<file path="src/rtl/exemplo_func4_pkg.sv">
// Shared definitions for the exemplo_func4 Boolean function unit: table width,
// default table and the {a,b,c,d} index ordering.
package exemplo_func4_pkg;

  localparam int TT_W  = 16;
  localparam int IDX_W = 4;

  // Default table encodes (a & ~c) | (b & c) | d
  localparam logic [TT_W-1:0] TT_DEFAULT = 16'hFBEA;

  // Table index: a is the MSB, d the LSB
  function automatic logic [IDX_W-1:0] tt_index(input logic a, input logic b,
                                                input logic c, input logic d);
    return {a, b, c, d};
  endfunction

endpackage

</file>
<file path="src/rtl/exemplo_func4_tt_lut.sv">
// Combinational 16:1 selection of one truth-table bit by the 4-bit function index.
module exemplo_tt_lut
  import exemplo_func4_pkg::*;
(
  input  logic [TT_W-1:0]  tt,
  input  logic [IDX_W-1:0] idx,
  output logic             f
);

  assign f = tt[idx];

endmodule

</file>
<file path="src/rtl/exemplo_func4.sv">
// Registered 4-input Boolean function unit with run-time reprogrammable table and
// saturating toggle counter. Define EXEMPLO_EDGE_EN to add s_rise/s_fall pulse outputs.
module exemplo_func4
  import exemplo_func4_pkg::*;
#(
  parameter logic [TT_W-1:0] TT_INIT = TT_DEFAULT,
  parameter int              CNT_W   = 8
) (
  input  logic             clk,
  input  logic             rst,
  input  logic             a,
  input  logic             b,
  input  logic             c,
  input  logic             d,
  input  logic             cfg_we,
  input  logic [TT_W-1:0]  cfg_tt,
  output logic             s,
  output logic [TT_W-1:0]  tt,
  output logic [CNT_W-1:0] toggle_cnt
`ifdef EXEMPLO_EDGE_EN
  ,
  output logic             s_rise,
  output logic             s_fall
`endif
);

  localparam logic [CNT_W-1:0] CNT_ZERO = {CNT_W{1'b0}};
  localparam logic [CNT_W-1:0] CNT_MAX  = {CNT_W{1'b1}};
  localparam logic [CNT_W-1:0] CNT_ONE  = {{(CNT_W-1){1'b0}}, 1'b1};

  logic [TT_W-1:0]  tt_r;
  logic             s_r;
  logic [CNT_W-1:0] cnt_r;
  logic [IDX_W-1:0] idx_s;
  logic             lut_s;
  logic             toggle_s;
  logic [CNT_W-1:0] cnt_next_s;

  assign idx_s = tt_index(a, b, c, d);

  // Lookup always reads the registered table, so a write only affects the following edge
  exemplo_tt_lut u_lut (
    .tt  (tt_r),
    .idx (idx_s),
    .f   (lut_s)
  );

  assign toggle_s = lut_s ^ s_r;

  // Next toggle count: increment on a change of s, hold at all-ones
  always_comb begin
    cnt_next_s = cnt_r;
    if (toggle_s && (cnt_r != CNT_MAX)) begin
      cnt_next_s = cnt_r + CNT_ONE;
    end else begin
      cnt_next_s = cnt_r;
    end
  end

  // Table, output and counter registers; rst wins over cfg_we
  always_ff @(posedge clk) begin
    if (rst) begin
      tt_r  <= TT_INIT;
      s_r   <= 1'b0;
      cnt_r <= CNT_ZERO;
    end else begin
      if (cfg_we) begin
        tt_r <= cfg_tt;
      end
      s_r   <= lut_s;
      cnt_r <= cnt_next_s;
    end
  end

  assign s          = s_r;
  assign tt         = tt_r;
  assign toggle_cnt = cnt_r;

`ifdef EXEMPLO_EDGE_EN
  logic s_rise_r;
  logic s_fall_r;

  // Edge pulses are registered alongside s so they coincide with the new value
  always_ff @(posedge clk) begin
    if (rst) begin
      s_rise_r <= 1'b0;
      s_fall_r <= 1'b0;
    end else begin
      s_rise_r <= lut_s & ~s_r;
      s_fall_r <= ~lut_s & s_r;
    end
  end

  assign s_rise = s_rise_r;
  assign s_fall = s_fall_r;
`endif

endmodule

</file>
<file path="config.mk">
export PLATFORM = sky130hd
export DESIGN_NAME = exemplo_func4
export DESIGN_NICKNAME = d
export VERILOG_FILES = /design/src/rtl/exemplo_func4_pkg.sv /design/src/rtl/exemplo_func4_tt_lut.sv /design/src/rtl/exemplo_func4.sv
export SDC_FILE = /design/constraint.sdc
export NUM_CORES = 1
export LEC_CHECK = 0
export ABC_CLOCK_PERIOD_IN_PS = 2950
export BUFFER_PORTS_ARGS = -buffer_cell sky130_fd_sc_hd__buf_4
export CORE_ASPECT_RATIO = 1.5
export CORE_UTILIZATION = 25
export DETAILED_ROUTE_END_ITERATION = 16
export SKIP_CTS_REPAIR_TIMING = 1
export SKIP_LAST_GASP = 1
export SLEW_MARGIN = 40
export SYNTH_ARGS = -nofsm -noshare
export SYNTH_HDL_FRONTEND = slang
export SYNTH_SLANG_ARGS = --single-unit
</file>
<file path="constraint.sdc">
create_clock -name clk -period 2.95 [get_ports clk]
set_clock_uncertainty 0.2 [all_clocks]
set_input_delay 0.59 -clock clk [delete_from_list [all_inputs] [get_ports clk]]
set_output_delay 0.59 -clock clk [all_outputs]
set_load 0.05 [all_outputs]
</file>
# After elaboration in Yosys (flattened, before gate mapping)
# Index checks and enable logic that the tools add are counted.
[op_classes]
n_reduce_logical = 1
n_eq_ne = 1
addsub = 1
n_bitwise = 1
order_cmp = 1
n_mux = 2
[op_table]
columns = ["op", "n"]
rows = [
  ["$add A8 B1 Y8 const B", 1],
  ["$ne A8 B8 Y1 const B", 1],
  ["$lt A4 B5 Y1 const B", 1],
  ["$bmux W1 S4", 1],
  ["$logic_and A1 B1 Y1", 1],
  ["$mux W1", 1],
  ["$xor A1 B1 Y1", 1],
]
[totals]
word_cells = 10
in_bits = 23
reg_bits = 25

# Logic depth before layout (Yosys ltp)
[depth]
ltp_word = 4
ltp_mapped = 6

# Cells and area by module
# From an unflattened synthesis, not the netlist that was laid out.
[hier_totals]
cells_unflattened = 105
hier_area_um2 = 1152.4
[by_module_without_submodules]
columns = ["module", "area_per_inst_um2", "cells_each", "n_inst"]
rows = [
  ["exemplo_func4", 1017.2, 98, 1],
  ["exemplo_tt_lut", 135.1, 7, 1],
]

# Worst setup path before layout
# No wires, ideal clock.
[synth_timing]
path_type = "input port to flip-flop"
from = "in a"
to = "reg cnt_r[3] (netlist: toggle_cnt[3])"
path_stages = 5
t_arrival_ns = 2.429
required_ns = 2.679
slack_ns = 0.250
setup_time_ns = 0.071
n_path_buf = 0
path_cell_list = "mux4_1 -> mux4_2 -> xnor2_2 -> or4_1 -> a21oi_1"
[synth_between]
elab_chain_cells = 4
[synth_rtl]
columns = ["item", "line", "source"]
rows = [
  ["start, declared", "exemplo_func4.sv:11", "input logic a,"],
  ["$bmux W1 S4", "exemplo_func4_tt_lut.sv:10", "assign f = tt[idx];"],
  ["$mux W1 (implied by the code)", "exemplo_func4_tt_lut.sv:10", ""],
  ["$xor A1 B1 Y1", "exemplo_func4.sv:48", "assign toggle_s = lut_s ^ s_r;"],
  ["$logic_and A1 B1 Y1", "exemplo_func4.sv:53", "if (toggle_s && (cnt_r != CNT_MAX)) begin"],
  ["end signal, assigned", "exemplo_func4.sv:71", "cnt_r <= cnt_next_s;"],
  ["end, declared", "exemplo_func4.sv:33", "logic [CNT_W-1:0] cnt_r;"],
]
# Every way passes these cells. The select of a mux whose other input is x is not followed.
# A chain may end at the register's enable or synchronous reset.

# Worst setup path after layout
[layout_timing]
from = "in a"
to = "reg cnt_r[5] (netlist: toggle_cnt[5])"
# Same word-level chain as after synthesis.

==> flow_metrics.env <==
export IMPL_grt_remaining_overflow=0
export IMPL_power_mw=0.830
export IMPL_layout_nets=181
export IMPL_antenna_found_initial=0
export IMPL_synthDistinctLibCells=29
export IMPL_power_density_nw_per_um2=520
export IMPL_hold_ws_ps=311
export IMPL_placed_cell_area_um2=1550
export IMPL_final_area_um2=1600
export IMPL_vias_per_cell=5.14
export IMPL_synth_edf_count=0
export IMPL_setup_ws_ps=278
export IMPL_synthFlopType="dfxtp_1"
export IMPL_cap_violations=0
export IMPL_antenna_cells=0
export IMPL_finalHoldViolations=0
export IMPL_placedCellCount=198
export IMPL_cp_slowest_stage_delay_ps=550
export IMPL_hold_path_end="toggle_cnt[3]"
export IMPL_synth_area_um2=1140
export IMPL_synth_area_leader_cell="dfxtp_1"
export IMPL_yosysWarnings=0
export IMPL_power_leakage_nw=0.710
export IMPL_fin_crit_ps=2670
export IMPL_end_kind="flip-flop"
export IMPL_wire_per_inst_um=14.8
export IMPL_relSlewSlack_pct=69.8
export IMPL_fin_crit_sh_pct=90.6
export IMPL_ir_drop_mv=0.286
export IMPL_grt_pass1_vias=1038
export IMPL_routed_wl_um=2990
export IMPL_first_pass_iters=10
export IMPL_cpLargestDelayFamily="multiplexers"
export IMPL_holdCritStartpoint="toggle_cnt[3]"
export IMPL_stdcell_count=202
export IMPL_clk_pin_slew_ps=90
export IMPL_synthCells=106
export IMPL_finalMaxSlewViolations=0
export IMPL_design_core_area_um2=4280
export IMPL_drc=2
export IMPL_die_width_um=57.1
export IMPL_worstPathArrival_ps=2680
export IMPL_clockBufferDepth=2
export IMPL_cts_made_buffers=3
export IMPL_synthTopCellsByArea="dfxtp_1 (44%), mux2i_1 (14%), mux4_1 (9.2%)"
export IMPL_hpwl_um=2360
export IMPL_whs_path_depth=2
export IMPL_die_h_um=84.7
export IMPL_clock_latency_ps=270
export IMPL_final_util_pct=37.3
export IMPL_grt_pass1_wl_um=4770
export IMPL_antenna_left=0
export IMPL_cts_root_buf="clkbuf_8"
export IMPL_h_tree_depth=1
export IMPL_fin_setup_tns_ps=0
export IMPL_vias=1039
export IMPL_worstPathMaxFanout=9
export IMPL_io_buffers=47
export IMPL_worstSetupPathType="in2reg"
export IMPL_r2r_start="tt[11]"
export IMPL_cts_tree="done"
export IMPL_rsz0062_at_grt="false"
export IMPL_rows=29
export IMPL_gp_congestion=0.728
export IMPL_fp_dieArea_um2=4830
export IMPL_tightest_slew_ps=451
export IMPL_status="finished with violations"
export IMPL_synthesis_nets=130
export IMPL_start_util_pct=26.6
export IMPL_pin_count=48
export IMPL_critPathBufInv=1
export IMPL_grt_total_usage_pct=12.9
export IMPL_ys_seq_elements=25
export IMPL_syn_avg_cell_area_um2=10.7
export IMPL_critPathSlowestCell="mux4_1"
export IMPL_syn_to_final_growth_pct=40.3
export IMPL_yosysTopAreaCellShare_pct=44.0
export IMPL_critPathRequiredTime_ps=2950
export IMPL_async_flop_share_pct=0
export IMPL_drive_gt1_share_pct=37.2
export IMPL_setup_violations=0
export IMPL_violations="design-rule violations"
export IMPL_drt_iter0_drc=32
export IMPL_max_freq_ghz=0.374
export IMPL_ys_seq_area_share_pct=44.0
export IMPL_cp_cell_sequence="buf_4 > mux4_1 > mux4_2 > xnor2_2 > or4_1 > a21oi_1"
export IMPL_cts_sinks=25
export IMPL_place_ws_ps=0.182
export IMPL_r2r_slack_ps=410
export IMPL_startpoint_type="input pin"
export IMPL_r2r_end="toggle_cnt[5]"
export IMPL_min_path_type="reg2reg"
export IMPL_grt_max_degree=17
export IMPL_r2r_cells=5
registers in the layout, indices dropped and copies added (netlist names):
signal and cells:
tt 16, toggle_cnt 8, s 1
metal layers:
metal  track usage (%)  vias to the layer above  part of all wire (%)  wire length [µm]
li1                  -                      492                     -                 -
met1              13.0                      489                    37              1110
met2              24.1                       50                    53              1580
met3              3.24                        8                   7.6               226
met4              5.99                        0                   2.5                74
met5                 0                        -                     0                 0
placed cells by master, fill, tap and decap left out:
cell type   n
inv_1       2
and4_1      1
ha_1        1
nand2b_1    1
o31ai_1     2
o41ai_1     2
a21oi_1     5
nor2b_1     2
nand2_1    14
nor2_1      7
o311ai_0    2
mux2_4      1
nand3_1     2
clkbuf_1    1
dfxtp_1    25
buf_4      51
mux4_1      4
and2_1      1
nand4_1     2
o21ai_0     2
a311oi_1    1
nor2_2      1
or3_1       1
nand3b_1    1
xor2_1      1
clkbuf_8    3
or4_1       2
mux2i_1    16
xnor2_2     1
mux4_2      1
layout make-up:
type                       instances  area [µm²]
multi-input combinational         74         604
tap                               46        57.6
inverter                           2        7.51
fill                             460        2680
timing repair buffer              51         383
clock buffer                       4        45.0
sequential                        25         500
cells by family after synthesis:
family / after synthesis / synth area share [%]
AO/OA/AOI/OAI: 14 / 8.24
buffers and inverters: 7 / 2.97
AND/OR/NAND/NOR: 35 / 14.9
multiplexers: 22 / 26.6
adder cells (fa/ha/maj): 1 / 1.10
flip-flops: 25 / 44.0
XOR/XNOR: 2 / 2.20
worst register-to-register path: stages (launching register included):
cell	delay (ps)
dfxtp_1	350
mux4_1	510
mux4_2	530
xnor2_2	220
or4_1	520
a21oi_1	150
worst max path at each step:
stage          slack (ps)  from            end  cells past startpoint
2_1_floorplan         250     a  toggle_cnt[3]                      5
3_3_place_gp           60     a  toggle_cnt[5]                      6
3_5_place_dp          0.2     a  toggle_cnt[3]                      6
4_1_cts               280     a  toggle_cnt[3]                      6
5_1_grt               200     a  toggle_cnt[7]                      6
6_report              280     a  toggle_cnt[5]                      6
synthesized netlist by cell type, drive strengths merged (4+ instances only):
cell type and instances:
dfxtp 25, mux2i 16, nand2 14, nor2 8, a21oi 5, mux4 5
clkbuf 4
where the power goes:
part / internal (mW) / switching (mW)
Combinational: 0.104 / 0.138
Clock: 0.0966 / 0.107
Sequential: 0.360 / 0.0246
(Power assumes the default switching activity.)
